[src/rtl/tetris_pkg.sv]
// Shared definitions for the tetris input generator and its piece controller.
//   - command vector width and priority indices (lower index wins arbitration)
//   - default timing constants for a 50 MHz system clock
//   - tick_period(): gravity period for a given level, clamped at a floor
package tetris_pkg;

    localparam int CMD_W       = 5;
    localparam int PRIO_LEFT   = 0;
    localparam int PRIO_RIGHT  = 1;
    localparam int PRIO_ROTATE = 2;
    localparam int PRIO_DOWN   = 3;
    localparam int PRIO_TICK   = 4;

    typedef logic [CMD_W-1:0] cmd_vec_t;

    localparam int unsigned DEF_DEBOUNCE_CYCLES = 250000;
    localparam int unsigned DEF_REPEAT_DELAY    = 10000000;
    localparam int unsigned DEF_REPEAT_PERIOD   = 2500000;
    localparam int unsigned DEF_TICK_BASE       = 50000000;
    localparam int unsigned DEF_TICK_STEP       = 3000000;
    localparam int unsigned DEF_TICK_MIN        = 5000000;

    // Unsigned 32-bit arithmetic; the clamp is tested before subtracting so
    // the result never wraps.
    function automatic logic [31:0] tick_period(input logic [3:0]  level,
                                                input logic [31:0] base,
                                                input logic [31:0] step,
                                                input logic [31:0] tmin);
        logic [31:0] red;
        red = 32'(level) * step;
        if (tmin >= base || red >= base - tmin)
            return tmin;
        return base - red;
    endfunction

endpackage

[src/rtl/tetris_input_gen_if.sv]
// Button/command bundle of the tetris input generator.
//   slave  : the generator (buttons, pause, level in; command pulses out)
//   master : the board / game side driving buttons and consuming commands
interface tetris_input_gen_if;

    logic       btn_left;
    logic       btn_right;
    logic       btn_down;
    logic       btn_rotate;
    logic       pause;
    logic [3:0] level;
    logic       move_left;
    logic       move_right;
    logic       move_down;
    logic       rotate;
    logic       tick;

    modport slave (
        input  btn_left, btn_right, btn_down, btn_rotate, pause, level,
        output move_left, move_right, move_down, rotate, tick
    );

    modport master (
        output btn_left, btn_right, btn_down, btn_rotate, pause, level,
        input  move_left, move_right, move_down, rotate, tick
    );

endinterface

[src/rtl/tetris_btn_cond.sv]
// Conditioning for one raw push-button: 2-FF synchroniser, debounce,
// rising-edge request and optional auto-repeat.
// Auto-repeat is only built when TETRIS_INPUT_AUTOREPEAT_EN is defined and
// REPEAT_ON is set; otherwise each press gives exactly one request.
// Ports:
//   clk, reset : clock, synchronous active-high reset
//   btn_i      : raw asynchronous button, active-high
//   hold_i     : pause; discards requests and freezes the repeat timer
//   req_o      : single-cycle request (press or repeat)
module tetris_btn_cond
    import tetris_pkg::*;
#(
    parameter int unsigned DEBOUNCE_CYCLES = DEF_DEBOUNCE_CYCLES,
    parameter int unsigned REPEAT_DELAY    = DEF_REPEAT_DELAY,
    parameter int unsigned REPEAT_PERIOD   = DEF_REPEAT_PERIOD,
    parameter bit          REPEAT_ON       = 1'b1
) (
    input  logic clk,
    input  logic reset,
    input  logic btn_i,
    input  logic hold_i,
    output logic req_o
);

    localparam int DB_W = $clog2(DEBOUNCE_CYCLES + 1);
    // Keeps the repeat parameters referenced when the repeat timer is compiled out.
    localparam int unsigned repeat_cfg_unused = int'(REPEAT_ON) + REPEAT_DELAY + REPEAT_PERIOD;

    logic            sync1_q, sync2_q;
    logic            deb_q, deb_d, deb_prev_q;
    logic [DB_W-1:0] db_cnt_q, db_cnt_d;
    logic            rise;
    logic            rpt_fire;

    always_comb begin
        deb_d    = deb_q;
        db_cnt_d = '0;
        if (sync2_q != deb_q) begin
            if (db_cnt_q == DB_W'(DEBOUNCE_CYCLES - 1))
                deb_d = ~deb_q;
            else
                db_cnt_d = db_cnt_q + DB_W'(1);
        end
    end

    always_ff @(posedge clk) begin
        if (reset) begin
            sync1_q    <= 1'b0;
            sync2_q    <= 1'b0;
            deb_q      <= 1'b0;
            deb_prev_q <= 1'b0;
            db_cnt_q   <= '0;
        end else begin
            sync1_q    <= btn_i;
            sync2_q    <= sync1_q;
            deb_q      <= deb_d;
            deb_prev_q <= deb_q;
            db_cnt_q   <= db_cnt_d;
        end
    end

    assign rise = deb_q & ~deb_prev_q;

`ifdef TETRIS_INPUT_AUTOREPEAT_EN
    generate
        if (REPEAT_ON) begin : g_rpt
            localparam int unsigned RPT_MAX = (REPEAT_DELAY > REPEAT_PERIOD) ? REPEAT_DELAY : REPEAT_PERIOD;
            localparam int RPT_W = $clog2(RPT_MAX + 1);

            logic [RPT_W-1:0] rpt_q, rpt_d;
            logic             fire;

            // Down-counter to the next repeat. The press loads it even while
            // paused so a press made during pause starts a full delay.
            always_comb begin
                rpt_d = rpt_q;
                fire  = 1'b0;
                if (!deb_q) begin
                    rpt_d = '0;
                end else if (rise) begin
                    rpt_d = RPT_W'(REPEAT_DELAY - 1);
                end else if (!hold_i) begin
                    if (rpt_q == '0) begin
                        fire  = 1'b1;
                        rpt_d = RPT_W'(REPEAT_PERIOD - 1);
                    end else begin
                        rpt_d = rpt_q - RPT_W'(1);
                    end
                end
            end

            always_ff @(posedge clk) begin
                if (reset)
                    rpt_q <= '0;
                else
                    rpt_q <= rpt_d;
            end

            assign rpt_fire = fire;
        end else begin : g_no_rpt
            assign rpt_fire = 1'b0;
        end
    endgenerate
`else
    assign rpt_fire = 1'b0;
`endif

    assign req_o = (rise | rpt_fire) & ~hold_i;

endmodule

[src/rtl/tetris_input_gen.sv]
// Command source for the tetris piece controller: four conditioned buttons
// plus the gravity tick, arbitrated into one-hot single-cycle pulses.
// Priority left > right > rotate > down > tick; losing requests stay pending.
// Optional auto-repeat on left/right/down: TETRIS_INPUT_AUTOREPEAT_EN.
// Ports:
//   clk, reset : clock, synchronous active-high reset
//   bus        : tetris_input_gen_if.slave (buttons, pause, level in;
//                move_left/move_right/move_down/rotate/tick out)
module tetris_input_gen
    import tetris_pkg::*;
#(
    parameter int unsigned DEBOUNCE_CYCLES = DEF_DEBOUNCE_CYCLES,
    parameter int unsigned REPEAT_DELAY    = DEF_REPEAT_DELAY,
    parameter int unsigned REPEAT_PERIOD   = DEF_REPEAT_PERIOD,
    parameter int unsigned TICK_BASE       = DEF_TICK_BASE,
    parameter int unsigned TICK_STEP       = DEF_TICK_STEP,
    parameter int unsigned TICK_MIN        = DEF_TICK_MIN
) (
    input  logic              clk,
    input  logic              reset,
    tetris_input_gen_if.slave bus
);

    logic [3:0]  btn_req;
    logic [31:0] tick_cnt_q, tick_cnt_d, period;
    logic        tick_req;
    cmd_vec_t    pend_q, pend_d, cmd_q, grant, req_vec;

    tetris_btn_cond #(.DEBOUNCE_CYCLES(DEBOUNCE_CYCLES), .REPEAT_DELAY(REPEAT_DELAY),
                      .REPEAT_PERIOD(REPEAT_PERIOD), .REPEAT_ON(1'b1)) u_left (
        .clk(clk), .reset(reset), .btn_i(bus.btn_left), .hold_i(bus.pause),
        .req_o(btn_req[PRIO_LEFT]));

    tetris_btn_cond #(.DEBOUNCE_CYCLES(DEBOUNCE_CYCLES), .REPEAT_DELAY(REPEAT_DELAY),
                      .REPEAT_PERIOD(REPEAT_PERIOD), .REPEAT_ON(1'b1)) u_right (
        .clk(clk), .reset(reset), .btn_i(bus.btn_right), .hold_i(bus.pause),
        .req_o(btn_req[PRIO_RIGHT]));

    tetris_btn_cond #(.DEBOUNCE_CYCLES(DEBOUNCE_CYCLES), .REPEAT_DELAY(REPEAT_DELAY),
                      .REPEAT_PERIOD(REPEAT_PERIOD), .REPEAT_ON(1'b0)) u_rotate (
        .clk(clk), .reset(reset), .btn_i(bus.btn_rotate), .hold_i(bus.pause),
        .req_o(btn_req[PRIO_ROTATE]));

    tetris_btn_cond #(.DEBOUNCE_CYCLES(DEBOUNCE_CYCLES), .REPEAT_DELAY(REPEAT_DELAY),
                      .REPEAT_PERIOD(REPEAT_PERIOD), .REPEAT_ON(1'b1)) u_down (
        .clk(clk), .reset(reset), .btn_i(bus.btn_down), .hold_i(bus.pause),
        .req_o(btn_req[PRIO_DOWN]));

    // Period follows level combinationally, so a level change that leaves the
    // counter past the new terminal count fires on the next edge.
    always_comb begin
        period     = tick_period(bus.level, TICK_BASE, TICK_STEP, TICK_MIN);
        tick_req   = !bus.pause && (tick_cnt_q >= period - 32'd1);
        tick_cnt_d = tick_cnt_q;
        if (!bus.pause)
            tick_cnt_d = tick_req ? '0 : tick_cnt_q + 32'd1;
    end

    always_comb begin
        req_vec            = '0;
        req_vec[3:0]       = btn_req;
        req_vec[PRIO_TICK] = tick_req;
        // Lowest set bit of the pending vector is the highest priority.
        grant  = bus.pause ? '0 : (pend_q & (~pend_q + cmd_vec_t'(1)));
        pend_d = (pend_q & ~grant) | req_vec;
        // Pause drops pending moves; all move indices sit below the tick.
        if (bus.pause)
            pend_d[PRIO_TICK-1:0] = '0;
    end

    always_ff @(posedge clk) begin
        if (reset) begin
            tick_cnt_q <= '0;
            pend_q     <= '0;
            cmd_q      <= '0;
        end else begin
            tick_cnt_q <= tick_cnt_d;
            pend_q     <= pend_d;
            cmd_q      <= grant;
        end
    end

    assign bus.move_left  = cmd_q[PRIO_LEFT];
    assign bus.move_right = cmd_q[PRIO_RIGHT];
    assign bus.rotate     = cmd_q[PRIO_ROTATE];
    assign bus.move_down  = cmd_q[PRIO_DOWN];
    assign bus.tick       = cmd_q[PRIO_TICK];

endmodule

[src/flat_wrapper.sv]
// flat-port wrapper written by rule: the top's interface ports become plain ports
module tetris_input_gen_flat import tetris_pkg::*;
#(
    parameter int unsigned DEBOUNCE_CYCLES = DEF_DEBOUNCE_CYCLES,
    parameter int unsigned REPEAT_DELAY    = DEF_REPEAT_DELAY,
    parameter int unsigned REPEAT_PERIOD   = DEF_REPEAT_PERIOD,
    parameter int unsigned TICK_BASE       = DEF_TICK_BASE,
    parameter int unsigned TICK_STEP       = DEF_TICK_STEP,
    parameter int unsigned TICK_MIN        = DEF_TICK_MIN
)
  (clk, reset, bus_btn_left, bus_btn_right, bus_btn_down, bus_btn_rotate, bus_pause, bus_level, bus_move_left, bus_move_right, bus_move_down, bus_rotate, bus_tick);
  tetris_input_gen_if bus_i ();
  input  logic clk;
  input  logic reset;
  input wire logic [$bits(bus_i.btn_left)-1:0] bus_btn_left;
  input wire logic [$bits(bus_i.btn_right)-1:0] bus_btn_right;
  input wire logic [$bits(bus_i.btn_down)-1:0] bus_btn_down;
  input wire logic [$bits(bus_i.btn_rotate)-1:0] bus_btn_rotate;
  input wire logic [$bits(bus_i.pause)-1:0] bus_pause;
  input wire logic [$bits(bus_i.level)-1:0] bus_level;
  output wire logic [$bits(bus_i.move_left)-1:0] bus_move_left;
  output wire logic [$bits(bus_i.move_right)-1:0] bus_move_right;
  output wire logic [$bits(bus_i.move_down)-1:0] bus_move_down;
  output wire logic [$bits(bus_i.rotate)-1:0] bus_rotate;
  output wire logic [$bits(bus_i.tick)-1:0] bus_tick;
  assign bus_i.btn_left = bus_btn_left;
  assign bus_i.btn_right = bus_btn_right;
  assign bus_i.btn_down = bus_btn_down;
  assign bus_i.btn_rotate = bus_btn_rotate;
  assign bus_i.pause = bus_pause;
  assign bus_i.level = bus_level;
  assign bus_move_left = bus_i.move_left;
  assign bus_move_right = bus_i.move_right;
  assign bus_move_down = bus_i.move_down;
  assign bus_rotate = bus_i.rotate;
  assign bus_tick = bus_i.tick;
  tetris_input_gen #(.DEBOUNCE_CYCLES(DEBOUNCE_CYCLES), .REPEAT_DELAY(REPEAT_DELAY), .REPEAT_PERIOD(REPEAT_PERIOD), .TICK_BASE(TICK_BASE), .TICK_STEP(TICK_STEP), .TICK_MIN(TICK_MIN)) u_core (.clk(clk), .reset(reset), .bus(bus_i));
endmodule
[config.mk]
export PLATFORM = sky130hd
export DESIGN_NAME = tetris_input_gen_flat
export DESIGN_NICKNAME = d
export VERILOG_FILES = /design/src/rtl/tetris_pkg.sv /design/src/rtl/tetris_input_gen_if.sv /design/src/rtl/tetris_btn_cond.sv /design/src/rtl/tetris_input_gen.sv /design/src/flat_wrapper.sv
export SDC_FILE = /design/constraint.sdc
export NUM_CORES = 1
export LEC_CHECK = 0
export BUFFER_PORTS_ARGS = -buffer_cell sky130_fd_sc_hd__buf_2
export CELL_PAD_IN_SITES_DETAIL_PLACEMENT = 0
export CELL_PAD_IN_SITES_GLOBAL_PLACEMENT = 1
export CORE_MARGIN = 2
export CORE_UTILIZATION = 50
export CTS_BUF_LIST = sky130_fd_sc_hd__clkbuf_4
export DETAILED_ROUTE_END_ITERATION = 6
export GPL_TIMING_DRIVEN = 0
export HOLD_SLACK_MARGIN = 0.08
export PLACE_DENSITY_LB_ADDON = 0.1
export SETUP_SLACK_MARGIN = 0.05
export SLEW_MARGIN = 20
export SYNTH_ARGS = -nofsm -noshare
export SYNTH_HDL_FRONTEND = slang
export SYNTH_HIERARCHICAL = 1
export SYNTH_SLANG_ARGS = --single-unit
[constraint.sdc]
create_clock -name clk -period 12.4 [get_ports clk]
set_input_delay 1.86 -clock clk [delete_from_list [all_inputs] [get_ports clk]]
set_output_delay 1.86 -clock clk [all_outputs]
set_load 0.005 [all_outputs]
# Word level (Yosys, flattened, before mapping)
# Cells that the tools add are included.
totals:
  ff_bits: 130
  inputBits: 11
  output_inout_bits: 5
  wordCells: 85
classes:
  add_sub_neg: 8
  n_mul: 1
  n_lt_le_gt_ge: 2
  n_eq_ne: 8
  muxes: 5
  n_bitwise: 26
  reduce_logical: 11
op_table:
  columns: ["cell", "count"]
  rows:
  - ["$mux 32", 3]
  - ["$add 18x1->18 const B", 4]
  - ["$eq 18x18->1 const B", 4]
  - ["$add 32x1->32 const B", 1]
  - ["$ge 32x32->1", 1]
  - ["$sub 32x1->32 const B", 1]
  - ["$sub 26x26->27 const A", 1]
  - ["$ge 26x26->1 const B", 1]
  - ["$mul 4x16->20 const B", 1]
  - ["$not 1->1", 13]
  - ["$reduce_or 3->1", 4]
  - ["$and 5x5->5", 2]
  - ["$not 5->5", 2]
  - ["$and 1x1->1", 8]
  - ["$reduce_and 2->1", 4]
  - ["$add 5x1->5 const B", 1]
  - ["$mux 5", 1]
  - ["$or 5x5->5", 1]
  - ["$ne 1x1->1", 4]
  - ["$reduce_or 2->1", 1]
  - ["$logic_and 1x1->1", 1]
  - ["$logic_not 1->1", 1]
  - ["$mux 1", 1]

# Longest topological paths before layout
logic_depth:
  word_depth: 8
  depth_mapped: 35
  ltp_nobuf: 33

# Cells and area by module
# Netlist, hierarchy kept.
by_module_without_submodules:
  columns: ["mod", "instances", "cells_per_inst", "area_per_inst_um2", "seq_area_each_um2"]
  rows:
  - ["tetris_input_gen", 1, 587, 4660.7, 840.8]
  - ["tetris_btn_cond", 4, 105, 964.7, 440.4]

# Least setup slack after synthesis
# OpenSTA, ideal clock, no wires.
synth_path:
  path_type: "input port to flip-flop"
  from: "in bus_level[2]"
  to: "reg u_core.tick_cnt_q[10]"
  setup_ns: 0.065
  arrival_ns: 8.581
  t_required_ns: 12.335
  path_slack_ns: 3.754
  cell_stages: 34
  n_path_buf: 3
  cell_sequence: "inv_1 -> ha_1 -> fa_1 -> inv_1 -> ha_1 -> a211o_4 -> a211o_2 -> nand2_1 -> a31oi_1 -> or4_2 -> nand3_1 -> o31ai_1 -> a21o_1 -> clkbuf_1 -> o21ai_0 -> ha_1 -> o21ai_0 -> nor2_1 -> and3_1 -> nand4_1 -> o22ai_1 -> mux2_2 -> ha_1 -> a21o_1 -> a21o_1 -> a21o_1 -> a21o_1 -> a21oi_1 -> nor2_1 -> a2111o_1 -> a21o_1 -> clkbuf_1 -> buf_1 -> nor2_1"
synth_via:
  elab_chain_len: 8
  word_cells_on_any_way: 9
  cone_classes: "add/sub: 2; mul: 1; order compare: 2; mux: 3; reduce/logical: 1"
synth_rtl:
  columns: ["element", "line_no", "source"]
  rows:
  - ["start: declaration", "flat_wrapper.sv:20", "input wire logic [$bits(bus_i.level)-1:0] bus_level;"]
  - ["$mul 4x16->20 (*)", "tetris_pkg.sv:30", "red = 32'(level) * step;"]
  - ["$ge 26x26->1", "tetris_pkg.sv:31", "if (tmin >= base || red >= base - tmin)"]
  - ["$mux 1", "tetris_pkg.sv:31", null]
  - ["$mux 32 (*)", "tetris_pkg.sv:33", "return base - red;"]
  - ["$sub 32x1->32 (*)", "tetris_input_gen.sv:53", "tick_req = !bus.pause && (tick_cnt_q >= period - 32'd1);"]
  - ["$ge 32x32->1 (*)", "tetris_input_gen.sv:53", null]
  - ["$logic_and 1x1->1 (*)", "tetris_input_gen.sv:53", null]
  - ["$mux 32 (*)", "tetris_input_gen.sv:56", "tick_cnt_d = tick_req ? '0 : tick_cnt_q + 32'd1;"]
  - ["end signal: assignment", "tetris_input_gen.sv:77", "tick_cnt_q <= tick_cnt_d;"]
  - ["end: declaration", "tetris_input_gen.sv:25", "logic [31:0] tick_cnt_q, tick_cnt_d, period;"]
# Mark *: on every way between the ends. The rest lies on a longest branch, timed or not.
# A chain may end at the register's enable or synchronous reset.

# Worst setup path after layout
layout_path:
  from: "in bus_level[2]"
  to: "reg u_core.tick_cnt_q[3]"
# Same word-level chain as after synthesis.

==> impl_metrics.json <==
{
  "routed_via_count_divided_by_cell_count": 5.42,
  "clkSinkCount": 130,
  "global_route_wire_length_before_repair_um": 30200,
  "die-height_um": 135,
  "synth_enable_flop_cells": 0,
  "unrepaired_setup_endpoints_after_global_routing": "no",
  "synth-main-ff-cell": "sky130_fd_sc_hd__dfxtp_1",
  "number_of_global_route_vias_before_repair": 6317,
  "ant_nets": 0,
  "synthCells": 1007,
  "area_delta_synth_final_pct": 7.42,
  "number_of_warnings_printed_during_yosys_synthesis": 6,
  "run_status": "finished, final reports clean",
  "timing.max_cap.violations": 0,
  "remaining_drc_errors": 0,
  "grt_start_max_net_pins": 26,
  "cp.required_ns": 12.79,
  "slowest_library_cell_on_the_worst_path": "sky130_fd_sc_hd__fa_1",
  "min_period_over_period": 0.783,
  "drive_above_1_share": 0.107,
  "worst_pin_slew_ns": 0.624,
  "grt_use_total": 0.203,
  "cts_inserted_buffers": 17,
  "postCtsHoldBufs": 0,
  "critical-path-top-cell-by-count": "sky130_fd_sc_hd__ha_1",
  "synth_seq_cells": 130,
  "power-per-cell-area_nw_per_um2": 117,
  "top_cells_by_instance_count_after_synthesis": "152 x sky130_fd_sc_hd__nor2_1, 130 x sky130_fd_sc_hd__dfxtp_1, 78 x sky130_fd_sc_hd__xnor2_1",
  "register_clock_pin_slew_on_the_reported_worst_setup_and_hold_paths_ns": 0.12,
  "clock.fmax_ghz": 0.103,
  "route.vias.total": 6933,
  "finalCriticalPeriod_ns": 9.71,
  "critPathMaxStageDelay_ns": 0.56,
  "floorplan.io_pins": 16,
  "power_leakage_nw": 3.32,
  "tritoncts_clock_tree": "done",
  "async_reset_ff_frac": 0,
  "cts_max_level": 4,
  "numPortBuffers": 15,
  "start_util": 0.512,
  "die_w_um": 135,
  "synthesis.area_per_instance_sq_um": 8.46,
  "timing_worst_setup_path_type": "input port to flip-flop",
  "synth.area.top_cells": "sky130_fd_sc_hd__dfxtp_1 31%, sky130_fd_sc_hd__ha_1 9.1%, sky130_fd_sc_hd__xnor2_1 8.0%",
  "worst_setup_path_start_kind": "input port",
  "finalWirelength_um": 17600,
  "yosysUniqueCellTypes": 88,
  "gr-total-overflow": 0,
  "postCtsSetupBuffers": 0,
  "routabilityCongestion": 0.823,
  "initialDrtViolationCount": 368,
  "syn-cell-area_sq_um": 8520,
  "worstSetupEndpointType": "flip-flop",
  "synth_top_area_share": 0.305,
  "die_area_sq_um": 18100,
  "cts.repair.resized": 0,
  "routed_wire_length_per_instance_um": 13.7,
  "cts_max_path_buffers": 2,
  "dpl.hpwl_um": 13500,
  "timing.slew.headroom": 0.582,
  "power_w": 0.00107,
  "num-fill-cells": 1614,
  "maximum_fanout_along_the_worst_path": 10,
  "report.final.hold_viol_count": 0,
  "setup_viol_count_final": 0,
  "hp-class": "flip-flop to flip-flop",
  "synth_largest_area_cell": "sky130_fd_sc_hd__dfxtp_1",
  "antenna_found_initial": 1,
  "worst-r2r-cell-count": 12,
  "core_region_area_sq_um": 16600,
  "worstSkewPairLatency_ns": 0.52,
  "whs_ns": 0.452,
  "arrival_ns": 10.10,
  "dr.pass1.iters": 4,
  "timing_max_transition_violations_final": 0,
  "synth.most_common_cell": "sky130_fd_sc_hd__nor2_1",
  "fin_setup_tns_ns": 0,
  "placement_rows": 47,
  "fin_skew_ns": 0.0200,
  "worst_hold_path.num_cells": 1,
  "nets": 1123,
  "vdd_drop_max_mv": 0.0862,
  "seq_area_frac_synth": 0.305,
  "cts_root_buffer": "sky130_fd_sc_hd__clkbuf_4"
}
-- layout make-up --
class,count,area [sq um],share of cell area
sequential,130,2600,0.284
buffer,21,161,0.0176
inverter,36,135,0.0148
tap,220,275,0.0301
clock buffer,17,128,0.0139
timing repair buffer,15,75.1,0.00820
clock inverter,15,133,0.0145
multi-input combinational,825,5640,0.616
antenna,1,2.50,0.000273
-- stage by stage --
step | cells | util | instance area [sq um] | worst slack (ns)
2_1_floorplan | 1012 | - | 8540 | 3.75
3_3_place_gp | 1247 | 0.534 | 8890 | 2.08
3_5_place_dp | 1247 | 0.534 | 8890 | 2.09
4_1_cts | 1279 | 0.550 | 9150 | 2.67
5_1_grt | 1280 | 0.550 | 9150 | 2.02
6_report | 1280 | 0.550 | 9150 | 2.69
-- cell families (layout without fill, tap and decap cells) --
family,after synthesis,after routing,synth area share
compound gates,162,162,0.137
xor+xnor,114,114,0.120
flops,130,130,0.305
fa+ha+maj,66,66,0.100
buf+inv,57,104,0.0348
other cells,1,7,0.000440
mux,8,8,0.0101
simple gates,469,469,0.292
-- critical path: cells and delay by family --
kind | cells | cell delay (ns)
muxes | 1 | 0.30
adders and majority gates | 5 | 1.76
AOI/OAI and AO/OA | 11 | 3.03
and+or+nand+nor | 9 | 1.39
buffers and inverters | 7 | 1.72
-- registers in the layout (all words and copies together) (netlist names), 5 cells and up --
register                  flops
u_core/tick_cnt_q            32
u_core/cmd_q                  5
u_core/u_right/db_cnt_q      18
u_core/u_rotate/db_cnt_q     18
u_core/pend_q                 5
u_core/u_left/db_cnt_q       18
u_core/u_down/db_cnt_q       18
-- path summary, 6_finish.rpt --
kind                                        startpoint                endpoint  slack (ns)
worst max-delay path                      bus_level[2]    u_core/tick_cnt_q[3]        2.69
worst min-delay path            u_core/u_right/sync1_q  u_core/u_right/sync2_q        0.45
worst max register to register   u_core/tick_cnt_q[17]    u_core/tick_cnt_q[3]        9.18
worst min register to register  u_core/u_right/sync1_q  u_core/u_right/sync2_q        0.45
-- routing by layer --
layer  global-route usage  up-vias  routed length (um)
met4               0.0550        0                 134
met5                    0        -                   0
met2                0.301       78                7540
li1                     -     3675                   -
met3               0.0342       10                 398
met1                0.303     3170                9490
-- layout by cell type (no fill, tap or decap), types with 24 or more instances in the layout --
master                    synthesis  layout
sky130_fd_sc_hd__ha_1            62      62
sky130_fd_sc_hd__xnor2_1         78      78
sky130_fd_sc_hd__nand4_1         28      28
sky130_fd_sc_hd__inv_1           36      36
sky130_fd_sc_hd__a21oi_1         47      47
sky130_fd_sc_hd__o21ai_0         24      24
sky130_fd_sc_hd__nand2_1         72      72
sky130_fd_sc_hd__xor2_1          33      33
sky130_fd_sc_hd__nor2_1         152     152
sky130_fd_sc_hd__dfxtp_1        130     130
sky130_fd_sc_hd__nand3_1         41      41
sky130_fd_sc_hd__nor3_1          33      33
-- where the power goes --
part           switching [W]  leakage (nW)  internal [W]
Clock               0.000166         0.137      0.000101
Combinational       0.000221          2.14      0.000165
Sequential        0.00000144          1.05      0.000420
Total               0.000388          3.32      0.000685
Power figures use the tool's default switching activity.
